--- src/rtl/twiddle_pkg.sv ---
// Shared definitions for the twiddle-factor generator.
//   twiddle_log2n(n)       : ceil(log2(n)) for elaboration-time sizing
//   qrom_val(i, n, w)      : round(S*cos(2*pi*i/n)), S = 2**(w-1)-1, half away from zero
//   twiddle_t              : {re, im} pair at the default word width
package twiddle_pkg;

  localparam int unsigned TwDefaultW = 16;
  localparam real         TwPi       = 3.14159265358979323846;

  typedef struct packed {
    logic signed [TwDefaultW-1:0] re;
    logic signed [TwDefaultW-1:0] im;
  } twiddle_t;

  function automatic int unsigned twiddle_log2n(input int unsigned n);
    int unsigned r;
    r = 0;
    while ((64'd1 << r) < 64'(n)) r++;
    return r;
  endfunction

  function automatic int qrom_val(input int i, input int unsigned n, input int unsigned w);
    real s;
    real x;
    s = real'((2 ** (w - 1)) - 1);
    x = s * $cos(2.0 * TwPi * real'(i) / real'(n));
    if (x >= 0.0) return int'($floor(x + 0.5));
    else          return -int'($floor(-x + 0.5));
  endfunction

endpackage

--- src/rtl/twiddle_gen_if.sv ---
// Request/response bus of the twiddle-factor generator.
//   in_valid/in_ready/in_k/in_inv   : index request channel
//   out_valid/out_ready/out_re/out_im : twiddle result channel
// master: requester side, slave: generator side.
interface twiddle_gen_if
  import twiddle_pkg::*;
#(
  parameter int unsigned N = 256,
  parameter int unsigned W = 16
);
  localparam int unsigned LOG2N = twiddle_log2n(N);

  logic                    in_valid;
  logic                    in_ready;
  logic [LOG2N-1:0]        in_k;
  logic                    in_inv;
  logic                    out_valid;
  logic                    out_ready;
  logic signed [W-1:0]     out_re;
  logic signed [W-1:0]     out_im;

  modport master (
    output in_valid, in_k, in_inv, out_ready,
    input  in_ready, out_valid, out_re, out_im
  );

  modport slave (
    input  in_valid, in_k, in_inv, out_ready,
    output in_ready, out_valid, out_re, out_im
  );

endinterface

--- src/rtl/twiddle_qrom.sv ---
// Quarter-wave cosine ROM, two read ports.
//   addr_a/addr_b : read addresses 0..N/4 (driven from the S1 registers)
//   data_a/data_b : round(S*cos(2*pi*addr/N)), unsigned W-1 bits
// Content is built at elaboration from qrom_val; the read addresses are registered
// upstream so the data path into S2 is a single registered-address read.
module twiddle_qrom
  import twiddle_pkg::*;
#(
  parameter int unsigned  N  = 256,
  parameter int unsigned  W  = 16,
  localparam int unsigned AW = twiddle_log2n(N) - 1
) (
  input  logic [AW-1:0] addr_a,
  input  logic [AW-1:0] addr_b,
  output logic [W-2:0]  data_a,
  output logic [W-2:0]  data_b
);
  localparam int unsigned Depth = N / 4 + 1;

  logic [W-2:0] rom [Depth];

  for (genvar i = 0; i < Depth; i++) begin : g_rom
    assign rom[i] = (W - 1)'(qrom_val(i, N, W));
  end

  assign data_a = rom[addr_a];
  assign data_b = rom[addr_b];

endmodule

--- src/rtl/twiddle_gen.sv ---
// FFT twiddle-factor generator: k in [0,N) -> W_N^k = cos(2*pi*k/N) - j*sin(2*pi*k/N).
// Two-stage pipeline (S1: quadrant/addresses, S2: folded ROM data), valid/ready both sides.
//   clk   : clock, rising edge
//   rst_n : synchronous reset, active low
//   bus   : twiddle_gen_if slave (request k/inv in, re/im out)
// Optional feature: define TWIDDLE_INV_EN to honour in_inv (conjugate output); otherwise
// in_inv is ignored and the output is always the forward twiddle.
module twiddle_gen
  import twiddle_pkg::*;
#(
  parameter int unsigned N = 256,
  parameter int unsigned W = 16
) (
  input logic          clk,
  input logic          rst_n,
  twiddle_gen_if.slave bus
);
  localparam int unsigned LOG2N = twiddle_log2n(N);
  localparam int unsigned Q     = N / 4;
  localparam int unsigned AW    = LOG2N - 1;

  // Single global enable: every stage moves together unless the output is stalled.
  logic adv;

  logic          s1_valid_q;
  logic [1:0]    s1_quad_q;
  logic [AW-1:0] s1_addr_a_q;
  logic [AW-1:0] s1_addr_b_q;
  logic          s1_inv_q;

  logic [1:0]    quad_d;
  logic [AW-1:0] addr_a_d;
  logic [AW-1:0] addr_b_d;
  logic          inv_d;

  logic                out_valid_q;
  logic signed [W-1:0] out_re_q;
  logic signed [W-1:0] out_im_q;
  logic signed [W-1:0] re_d;
  logic signed [W-1:0] im_d;

  logic [W-2:0]        rom_a;
  logic [W-2:0]        rom_b;
  logic signed [W-1:0] t_a;
  logic signed [W-1:0] t_b;
  logic signed [W-1:0] c_val;
  logic signed [W-1:0] s_val;

  assign adv           = ~out_valid_q | bus.out_ready;
  assign bus.in_ready  = adv;
  assign bus.out_valid = out_valid_q;
  assign bus.out_re    = out_re_q;
  assign bus.out_im    = out_im_q;

  // S1 next state: split k into quadrant and in-quadrant offset r; the two ROM
  // addresses are r and Q-r (the latter reaches Q, hence the extra address bit).
  always_comb begin
    quad_d   = bus.in_k[LOG2N-1 -: 2];
    addr_a_d = {1'b0, bus.in_k[LOG2N-3:0]};
    addr_b_d = AW'(Q) - addr_a_d;
  end

`ifdef TWIDDLE_INV_EN
  assign inv_d = bus.in_inv;
`else
  logic unused_inv;
  assign unused_inv = bus.in_inv;
  assign inv_d      = 1'b0;
`endif

  always_ff @(posedge clk) begin
    if (!rst_n) begin
      s1_valid_q <= 1'b0;
    end else if (adv) begin
      s1_valid_q <= bus.in_valid;
    end
  end

  // Payload only loads on an accepted request; empty slots leave it untouched.
  always_ff @(posedge clk) begin
    if (adv && bus.in_valid) begin
      s1_quad_q   <= quad_d;
      s1_addr_a_q <= addr_a_d;
      s1_addr_b_q <= addr_b_d;
      s1_inv_q    <= inv_d;
    end
  end

  twiddle_qrom #(
    .N (N),
    .W (W)
  ) u_qrom (
    .addr_a (s1_addr_a_q),
    .addr_b (s1_addr_b_q),
    .data_a (rom_a),
    .data_b (rom_b)
  );

  assign t_a = signed'({1'b0, rom_a});
  assign t_b = signed'({1'b0, rom_b});

  // Quadrant fold; ROM values never exceed S so negation cannot overflow.
  always_comb begin
    c_val = t_a;
    s_val = t_b;
    unique case (s1_quad_q)
      2'd0: begin c_val =  t_a; s_val =  t_b; end
      2'd1: begin c_val = -t_b; s_val =  t_a; end
      2'd2: begin c_val = -t_a; s_val = -t_b; end
      2'd3: begin c_val =  t_b; s_val = -t_a; end
    endcase
    re_d = c_val;
    im_d = s1_inv_q ? s_val : -s_val;
  end

  always_ff @(posedge clk) begin
    if (!rst_n) begin
      out_valid_q <= 1'b0;
      out_re_q    <= '0;
      out_im_q    <= '0;
    end else if (adv) begin
      out_valid_q <= s1_valid_q;
      if (s1_valid_q) begin
        out_re_q <= re_d;
        out_im_q <= im_d;
      end
    end
  end

endmodule

--- src/flat_wrapper.sv ---
// flat-port wrapper written by rule: the top's interface ports become plain ports
module twiddle_gen_flat import twiddle_pkg::*;
#(
  parameter int unsigned N = 256,
  parameter int unsigned W = 16
)
  (clk, rst_n, bus_in_valid, bus_in_k, bus_in_inv, bus_out_ready, bus_in_ready, bus_out_valid, bus_out_re, bus_out_im);
  twiddle_gen_if #(.N(N), .W(W)) bus_i ();
  input logic clk;
  input logic rst_n;
  input wire logic [$bits(bus_i.in_valid)-1:0] bus_in_valid;
  input wire logic [$bits(bus_i.in_k)-1:0] bus_in_k;
  input wire logic [$bits(bus_i.in_inv)-1:0] bus_in_inv;
  input wire logic [$bits(bus_i.out_ready)-1:0] bus_out_ready;
  output wire logic [$bits(bus_i.in_ready)-1:0] bus_in_ready;
  output wire logic [$bits(bus_i.out_valid)-1:0] bus_out_valid;
  output wire logic [$bits(bus_i.out_re)-1:0] bus_out_re;
  output wire logic [$bits(bus_i.out_im)-1:0] bus_out_im;
  assign bus_i.in_valid = bus_in_valid;
  assign bus_i.in_k = bus_in_k;
  assign bus_i.in_inv = bus_in_inv;
  assign bus_i.out_ready = bus_out_ready;
  assign bus_in_ready = bus_i.in_ready;
  assign bus_out_valid = bus_i.out_valid;
  assign bus_out_re = bus_i.out_re;
  assign bus_out_im = bus_i.out_im;
  twiddle_gen #(.N(N), .W(W)) u_core (.clk(clk), .rst_n(rst_n), .bus(bus_i));
endmodule
--- config.mk ---
export PLATFORM = sky130hd
export DESIGN_NAME = twiddle_gen_flat
export DESIGN_NICKNAME = d
export VERILOG_FILES = /design/src/rtl/twiddle_pkg.sv /design/src/rtl/twiddle_gen_if.sv /design/src/rtl/twiddle_qrom.sv /design/src/rtl/twiddle_gen.sv /design/src/flat_wrapper.sv
export SDC_FILE = /design/constraint.sdc
export NUM_CORES = 1
export LEC_CHECK = 0
export CORE_ASPECT_RATIO = 1.4
export CORE_MARGIN = 1
export CORE_UTILIZATION = 49
export CTS_CLUSTER_DIAMETER = 50
export DETAILED_ROUTE_END_ITERATION = 10
export PLACE_DENSITY = 0.68
export SYNTH_ARGS = -nofsm -noshare
export SYNTH_HDL_FRONTEND = slang
export SYNTH_SLANG_ARGS = --single-unit
--- constraint.sdc ---
create_clock -name clk -period 9.1 [get_ports clk]
set_input_delay 1.82 -clock clk [delete_from_list [all_inputs] [get_ports clk]]
set_output_delay 1.82 -clock clk [all_outputs]
set_load 0.01 [all_outputs]
==> results of run 1 <==
-- cell usage after synthesis (14+ instances only) --
master,number
clkbuf_1,49
nand3_1,19
nor3_1,35
nor2_1,86
dfxtp_1,34
edfxtp_1,14
mux2i_1,20
ha_1,28
nor2b_1,21
o21ai_0,72
nand2b_1,25
a21oi_1,55
nand2_1,94
o211ai_1,15
inv_1,17
a211oi_1,23
-- stage by stage --
stage	instances	power (mW)	utilization (%)	hold WS (ns)	setup slack, ns
2_1_floorplan	930	0.5828	-	0.4551	4.794
3_3_place_gp	1078	0.6835	52.75	0.4388	3.760
3_5_place_dp	1078	0.6871	52.75	0.4438	3.770
4_1_cts	1086	0.9098	54.02	0.4538	3.756
5_1_grt	1086	0.9679	54.02	0.4774	3.264
6_report	1086	0.9152	54.02	0.4498	3.688
-- critical path: stages, from the launching register on --
cell and delay, ns:
edfxtp_1 0.83, inv_1 0.28, ha_1 0.79, nor2_1 0.15, o21ai_0 0.23, a221oi_1 0.10
a31oi_1 0.34, ha_1 0.34, o21ai_0 0.23, nor4b_1 0.71, a21oi_1 0.20, a2111oi_0 0.69
nand3_1 0.13, o311ai_0 0.28
-- path summary, 6_finish.rpt --
| kind | startpoint | to |
|---|---|---|
| worst max-delay path | u_core.s1_addr_a_q[1] | u_core.bus.out_im[8] |
| worst min-delay path | u_core.bus.out_im[3] | u_core.bus.out_im[3] |
| worst max register to register | u_core.s1_addr_a_q[1] | u_core.bus.out_im[8] |
| worst min register to register | u_core.bus.out_im[3] | u_core.bus.out_im[3] |
-- final cells by class --
type	count	area (sq um)	share of cell area, %
clock buffers	5	125.1	1.722
clock inverters	3	45.04	0.6199
inverters	22	82.58	1.137
multi-input cells	767	5129	70.59
flip-flops and latches	48	1101	15.15
well taps	182	227.7	3.134
repair buffers	59	555.5	7.646
-- layout by cell type (no fill, tap or decap), drive strengths merged, types with 7 or more instances in the layout --
cell type,instances
o221ai,10
xor2,10
inv,21
and3,9
buf,14
nor2,87
o21ai,75
a221oi,7
nand2,94
o211ai,15
edfxtp,14
and2,13
nand3,19
dfxtp,34
a211oi,24
or2,18
mux2,9
a21oi,56
or3,10
a31oi,13
ha,28
o22ai,9
nor2b,21
xnor2,7
nor3,36
o31ai,11
nand2b,25
clkdlybuf4s50,45
nor4,7
mux2i,20
o311ai,17
-- registers in the layout, indices dropped and copies added, names as in the netlist --
signal,count
u_core.s1_addr_b_q,7
u_core.bus.out_valid,1
u_core.s1_quad_q,2
u_core.bus.out_re,16
u_core.bus.out_im,16
u_core.s1_valid_q,1
u_core.s1_addr_a_q,5
-- power groups by stage --
| stage | logic, mW | clock network, mW | registers [mW] |
|---|---|---|---|
| 5_1_grt | 0.481 | 0.234 | 0.254 |
| 4_1_cts | 0.433 | 0.226 | 0.251 |
| 3_3_place_gp | 0.428 | 0 | 0.256 |
| 3_5_place_dp | 0.431 | 0 | 0.256 |
| 6_report | 0.441 | 0.223 | 0.252 |
| 2_1_floorplan | 0.326 | 0 | 0.257 |
-- cells by family after synthesis --
family                   synth area share [%]
flip-flops                              16.16
AND/OR/NAND/NOR                         27.73
XOR/XNOR                                2.185
buffers and inverters                   8.558
adder cells (fa/ha/maj)                 5.142
AO/OA/AOI/OAI                           33.98
multiplexers                            6.244
-- routing by layer --
metal	track usage [%]	vias up	part of all wire, %
li1	-	3448	-
met1	36.35	3274	40
met2	48.54	356	47
met3	3.645	76	6.3
met4	20.59	0	6.8
met5	0	-	0
==> metrics.txt, run 1 <==
Int Pwr between 0.5 and 0.6 mW; WP data arrival between 5 and 6 ns; Flop pwr share 27.5%; Mean Syn Cell Area around 7.3 sq um; first-pass GRT wire length around 34000 microns; Setup Buffers After CTS 0; largest net degree at the start of global routing 83; Worst setup EP type flip-flop; sequential-to-total area share from yosys stat between 10% and 20%; DRT antenna net count 0; NetSw around 0.38 mW; Diodes inserted 0; Worst-Skew Late Latency ~0.30 ns; Total Wirelength about 21000 microns; grt total ovfl 0; RSZ-0062 raised after global routing false; Combinational Power Share between 40% and 50%; Final Skew ~0.0077 ns; Post-Syn Area 6813 sq um; mean routed wirelength per cell between 15 and 20 microns; initial antenna violation count 0; final setup fails 0; DP HPWL between 15000 and 20000 microns; Placed Area 7096 sq um; Worst R2R Path Depth 13; CTS tree done; post-cts sizing count 0; Core Region roughly 13000 sq um; FP Rows 50; minimum clock period about 5.4 ns; Clk network pwr share 24.4%; Final GP Congestion ~0.95; CTS root buffer clkbuf_16; gr usage total 29.90%; leakage power roughly 2.6 nW; number of buffers inserted by port buffering 45; clock-pin slew on the worst setup and hold paths 0.07 ns; Starting Density 50.65%; Hold Path Cell Cnt 2; share of cells above drive strength 1 under 10%; switching part of the total around two fifths; Nets 944; Seq cells post-synth 48; routed vias/inst 6.587; die width roughly 100 microns; via count between 7000 and 8000; maximum fanout along the worst path 21; Initial DRC Count roughly 830; Pins Over Slew Limit 0; crit path kind flip-flop to flip-flop; fmax 0.1848 GHz; Ys Warns 0; maximum vdd drop 0.08329 mV; filler instances between 1000 and 1500; Distinct cells, synth around 100; worst slew pin tran between 1 and 1.5 ns; max-cap viol count 0; CTS H-tree depth 2; area share of the leading cell type in the synthesized netlist around a tenth; die height about 140 microns; relative slew slack 29.27%; critical path launch point type flip-flop; post-route design area between 7000 and 8000 sq um; Hold Crit Class flip-flop to flip-flop; largest area contributor in the netlist dfxtp_1; die footprint between 10000 and 15000 sq um; Fin Setup TNS 0 ns; worst path required time a little over 9 ns; Final Hold Viols 0; worst-case clock buffer depth 2; outcome finished, final reports clean; Num CTS Buffers 5; final period utilization ~59%; EDFF count, synth 14; vias in the first global route 6323; hold_buf cts 0; Synth area leaders dfxtp_1 10%, edfxtp_1 6.2%, o21ai_0 5.3%, nand2_1 5.2%, ha_1 5.1%; area added between synthesis and finish 6.648%; asr flop ratio synth 0%; cell count after synthesis 930; Post-route DRC 0; DRT Pass-1 Iters 7; setup slack, reg-to-reg 3.69 ns; CTS sink cnt 48; Net Count, Synth between 900 and 1000; I/O pin cnt 47; Power Dens Cells around 130 nW/um^2; ys flop type dfxtp_1
(Power assumes the default switching activity.)
==> run 2, diff against run 1 <==
==> constraint.sdc (replaced) <==
create_clock -name clk -period 5.5 [get_ports clk]
set_input_delay 1.1 -clock clk [delete_from_list [all_inputs] [get_ports clk]]
set_output_delay 1.1 -clock clk [all_outputs]
set_load 0.01 [all_outputs]
==> run 2 against run 1 <==
  * Routed wire length rose by 1.2%
  * Via count rose by 2.2%
  * Sequential share of layout area fell by 0.36 points
  * Setup slack got worse by 2.9 ns
  * Worst hold slack barely moved
  * Clock power rose by 65%
  * Clock skew rose by 0.0013 ns
  * Cell count rose by 2.0%
  * Register-to-register slack got worse by 2.9 ns
  * Highest routed layer unchanged
  * Critical endpoint is now u_core.bus.out_im[11]
  * Flip-flop and latch count did not move
==> metrics.txt, run 2 (synthesis results as in run 1) <==
Total Wirelength 21620 microns (was 21350 microns); fin util 55.34% (was 54.02%); Clk network pwr share 23.9% (was 24.4%); I/O pin cnt 47 (unchanged); via count 7311 (was 7154); die height 141.5 microns (unchanged); CTS tree done (unchanged); Pins Over Slew Limit 0 (unchanged); Post-route DRC 0 (unchanged); Hold Crit Class flip-flop to flip-flop (unchanged); DRT antenna net count 0 (unchanged); Worst-Skew Late Latency 0.30 ns (about the same); area added between synthesis and finish 9.256% (was 6.648%); CP cell instances inv_2 -> ha_1 -> nor2_1 -> o21ai_0 -> a221oi_1 -> a31oi_1 -> ha_1 -> o21ai_0 -> nor4b_1 -> a21oi_1 -> a2111o_1 -> o211a_4 -> and3_1 -> a211oi_1 -> o21a_1 (was inv_1 -> ha_1 -> nor2_1 -> o21ai_0 -> a221oi_1 -> a31oi_1 -> ha_1 -> o21ai_0 -> nor4b_1 -> a21oi_1 -> a2111oi_0 -> nand3_1 -> o311ai_0); leading cell types in the layout, fill and taps excluded 94 x nand2_1, 86 x nor2_1, 72 x o21ai_0, 55 x a21oi_1, 45 x clkdlybuf4s50_1 (unchanged); CTS sink cnt 48 (unchanged); fmax 0.2114 GHz (was 0.1848 GHz); number of buffers inserted by port buffering 45 (unchanged); Combinational Power Share 48.5% (was 48.2%); Int Pwr 0.9060 mW (was 0.5378 mW); Flop pwr share 27.6% (was 27.5%); vias in the first global route 6565 (was 6323); CTS H-tree depth 2 (unchanged); Diodes inserted 0 (unchanged); Fin Setup TNS 0 ns (unchanged); first-pass GRT wire length 34490 microns (was 33900 microns); most common cell after layout, fill and taps aside nand2_1 (unchanged); Final Hold Viols 0 (unchanged); hold_buf cts 0 (unchanged); minimum clock period 4.730 ns (was 5.412 ns); switching part of the total 40.96% (was 41.24%); Starting Density 50.65% (unchanged); gr usage total 30.48% (was 29.90%); Placed Cells 1100 (was 1078); post-cts sizing count 0 (unchanged); Core Region 13450 sq um (unchanged); Nets 966 (was 944); share of cells above drive strength 1 11.02% (was 8.850%); die footprint 14390 sq um (unchanged); FP Rows 50 (unchanged); leakage power 2.665 nW (was 2.554 nW); RSZ-0062 raised after global routing false (unchanged); Initial DRC Count 748 (was 834); CTS root buffer clkbuf_16 (unchanged); CP top delay family compound AO/OA/AOI/OAI gates (unchanged); crit path kind flip-flop to flip-flop (unchanged); Final GP Congestion 0.9335 (was 0.9525); final period utilization 86.00% (was 59.47%); Setup Buffers After CTS 0 (unchanged); critical path launch point type flip-flop (unchanged); max-cap viol count 0 (unchanged); max incr delay on CP 0.74 ns (was 0.83 ns); WHS 0.4498 ns (about the same); non-filler cells, final 1108 (was 1086); worst slew pin tran 1.086 ns (was 1.050 ns); Worst setup EP type flip-flop (unchanged); DP HPWL 15960 microns (was 15020 microns); DRT Pass-1 Iters 6 (was 7); clock-pin slew on the worst setup and hold paths 0.07 ns (about the same); maximum vdd drop 0.1194 mV (was 0.08329 mV); outcome finished, final reports clean (unchanged); mean routed wirelength per cell 19.51 microns (was 19.66 microns); slowest cell on the critical path nor4b_1 (was edfxtp_1); maximum fanout along the worst path 11 (was 21); Num CTS Buffers 5 (unchanged); WP buf/inv 1 (unchanged); routed vias/inst 6.598 (was 6.587); Final Skew 0.009040 ns (was 0.007750 ns); largest net degree at the start of global routing 82 (was 83); die width 101.7 microns (unchanged); Power Dens Cells 206.2 nW/um^2 (was 126.0 nW/um^2); worst path required time 5.74 ns (was 9.30 ns); relative slew slack 26.81% (was 29.27%); final setup fails 0 (unchanged); worst-case clock buffer depth 2 (unchanged); grt total ovfl 0 (unchanged); WP data arrival 4.97 ns (was 5.61 ns); NetSw 0.6286 mW (was 0.3774 mW); initial antenna violation count 0 (unchanged)
## run 2: per-stage QoR
step           instance area [sq um]  setup WS, ns  power [mW]
2_1_floorplan                   6813         1.194      0.9643
3_5_place_dp                    7273        0.8597       1.158
6_report                        7443        0.7698       1.535
5_1_grt                         7443        0.3706       1.618
4_1_cts                         7443        0.8369       1.523
3_3_place_gp                    7273        0.9190       1.153
## run 2: path summary, 6_finish.rpt
path                                             from               endpoint  slack (ns)  depth (start not counted)
worst max-delay path            u_core.s1_addr_b_q[0]  u_core.bus.out_im[11]        0.77                         15
worst min-delay path             u_core.bus.out_im[3]   u_core.bus.out_im[3]        0.45                          2
worst min register to register   u_core.bus.out_im[3]   u_core.bus.out_im[3]        0.45                          2
worst max register to register  u_core.s1_addr_b_q[0]  u_core.bus.out_im[11]        0.77                         15
## run 2: final cells by class
class	count	area (sq um)
Clock buffer	5	125.1
Clock inverter	3	45.04
Fill cell	1305	6007
Inverter	22	82.58
Multi-Input combinational cell	767	5129
Sequential cell	48	1101
Tap cell	182	227.7
Timing Repair Buffer	81	733.2
## run 2: layer usage
metal	track usage, %	routed length, microns	up-vias
li1	-	-	3489
met1	36.44	8413	3364
met2	50.50	10220	369
met3	3.547	1467	89
met4	20.67	1516	0
met5	0	0	-
## run 2: power by group through the flow
stage / Clock (mW) / Sequential (mW) / Combinational, mW
5_1_grt: 0.382 / 0.427 / 0.809
6_report: 0.367 / 0.423 / 0.744
3_5_place_dp: 0 / 0.431 / 0.728
2_1_floorplan: 0 / 0.426 / 0.539
3_3_place_gp: 0 / 0.430 / 0.723
4_1_cts: 0.369 / 0.423 / 0.731
## run 2: tightest hold or removal path, cell delays in order (launching register included)
cell and delay [ns]:
dfxtp_1 0.31, nand2_1 0.05, a21oi_1 0.05
==> patch: new RTL, config.mk and constraints of run 2 <==
Make the reset (`rst_n`) asynchronous in 2 clocked blocks. Comments in the files are not updated.
--- a/src/rtl/twiddle_gen.sv
+++ b/src/rtl/twiddle_gen.sv
@@ -70,3 +70,3 @@
 
-  always_ff @(posedge clk) begin
+  always_ff @(posedge clk or negedge rst_n) begin
     if (!rst_n) begin
@@ -115,3 +115,3 @@
 
-  always_ff @(posedge clk) begin
+  always_ff @(posedge clk or negedge rst_n) begin
     if (!rst_n) begin
Function: differs if rst_n is asserted again (counterexample within 4 cycles, from zero or initial values and one cycle with rst_n low); with rst_n held inactive, the same outputs for 4 cycles.
==> patch against run 2 <==
Total power increased by 17%; worst setup slack improved by 0.051 ns; area after synthesis increased by 0.44%; critical path depth increased by 3; critical path type unchanged; worst hold slack improved by 0.026 ns; cell count decreased by 2.3%; design area increased by 1.2%; global-route usage increased by 1.0 points; wire length increased by 3.3%; sequential cell count unchanged; clock power decreased by 17%; die area increased by 0.44%.
==> patch: results (changes against run 2) <==
ir_drop_v: 0.0001571  # +31%
postCtsSetupBuffers: 0  # unchanged
cp_max_fo: 17  # +6
synth_common_cells: "nand2_1, nor2_1, o21ai_0, a21oi_1, dfrtp_1"
synthesis.nets: 934  # -3.8%
first_global_vias: 6665  # +1.5%
switching_share: 0.4152  # +0.005582
netlist_top_cells_area: "dfrtp_1, edfxtp_1, nand2_1"
vias: 7232  # -1.1%
hpwl_um: 16740  # +4.9%
place_congestion: 0.9650  # +3.4%
synth-main-ff-cell: "dfrtp_1"
cts.repair.resized: 0  # unchanged
grt_util_met1: 0.3955  # +0.03111
grt_pass1_wl_um: 35710  # +3.5%
clk_pin_slew_worst_paths_ns: 0.07  # about the same
clockBufferDepth: 2  # unchanged
routedWlPerCell_um: 20.64  # +5.8%
hp-class: "reg -> reg"
grt_max_degree: 70  # -15%
seq_area_frac_synth: 0.1858  # +0.02416
track_usage: 0.3149  # +0.01005
async_reset_ff_frac: 0.7083  # +0.7083
use_met2: 0.5306  # +0.02560
nNetsFinal: 940  # -2.7%
leakage_nw: 2.904  # +9.0%
dr.first_iter.drc_count: 610  # -18%
tightest_slew_ns: 1.018  # -0.06865 ns
dr.pass1.iters: 8  # +2
status: "complete, no violations"
yosysUniqueCellTypes: 95  # -8.7%
use_met3: 0.03350  # -0.001970
cp.arrival_ns: 4.83  # -0.14 ns
clock_skew_ns: 0.005235  # -0.003805 ns
drive_gt1_frac: 0.1122  # +0.002071
fillers: 1328  # +1.8%
-- patch: cell families (layout without fill, tap and decap cells) --
group | Yosys count | after routing | synth area share
mux | 45 | 45 | 0.09179
compound gates | 298 | 298 | 0.3154
simple gates | 339 | 339 | 0.2500
flops | 48 | 48 | 0.1858
xor+xnor | 21 | 21 | 0.02688
fa+ha+maj | 28 | 28 | 0.05120
buf+inv | 114 | 121 | 0.07899
-- patch: critical path, cell delays in order (launching register included) --
cell and delay, ns:
edfxtp_1 0.39, buf_4 0.25, ha_1 0.36, nor2b_1 0.13, a2111oi_0 0.47, o32a_1 0.25
nand2_1 0.10, inv_1 0.13, ha_1 0.20, inv_1 0.06, o32ai_1 0.34, nor2_1 0.16
o41ai_1 0.38, xor2_1 0.16, a2111oi_2 0.59, nor3_2 0.14, nand4_1 0.16, xnor2_1 0.17
o21ai_1 0.08
-- patch: power groups by stage --
stage / Clock [mW] / Combinational [mW] / Sequential (mW)
3_3_place_gp: 0 / 0.956 / 0.517
2_1_floorplan: 0 / 0.589 / 0.544
5_1_grt: 0.327 / 1.07 / 0.526
4_1_cts: 0.311 / 0.972 / 0.515
6_report: 0.306 / 0.980 / 0.514
3_5_place_dp: 0 / 0.968 / 0.523
-- patch: worst paths after layout --
check | startpoint | endpoint | slack [ns] | depth (start not counted)
hold / removal | u_core.bus.out_re[11] | u_core.bus.out_re[11] | 0.48 | 1
setup / recovery | u_core.s1_addr_b_q[0] | u_core.bus.out_im[15] | 0.82 | 18
setup reg to reg | u_core.s1_addr_b_q[0] | u_core.bus.out_im[15] | 0.82 | 18
min in group asynchronous | rst_n | u_core.bus.out_re[14] | 1.20 | 2
max in group asynchronous | rst_n | u_core.bus.out_re[2] | 3.99 | 2
hold reg to reg | u_core.bus.out_re[11] | u_core.bus.out_re[11] | 0.48 | 1
-- patch: layer usage --
layer,wire length [um],vias up
met4,1172,0
met5,0,-
met3,1591,77
met1,8692,3396
li1,-,3369
met2,10880,390
-- patch: per-stage QoR --
step	power, mW	cell area, um2	std cells	worst slack [ns]
global placement	1.473	7395	1074	0.9907
finish	1.799	7535	1082	0.8207
floorplan	1.133	6843	893	1.295
detailed placement	1.491	7395	1074	0.9113
CTS	1.798	7535	1082	0.8688
global route	1.919	7535	1082	0.4950
-- patch: area by class of cell --
cell class	count	area, um2	share of cell area
clock buffer	6	128.9	0.01710
clock inverter	2	11.26	0.001495
inverter	33	123.9	0.01644
multi-input combinational	731	5034	0.6681
sequential	48	1271	0.1687
tap	182	227.7	0.03022
timing repair buffer	80	738.2	0.09797
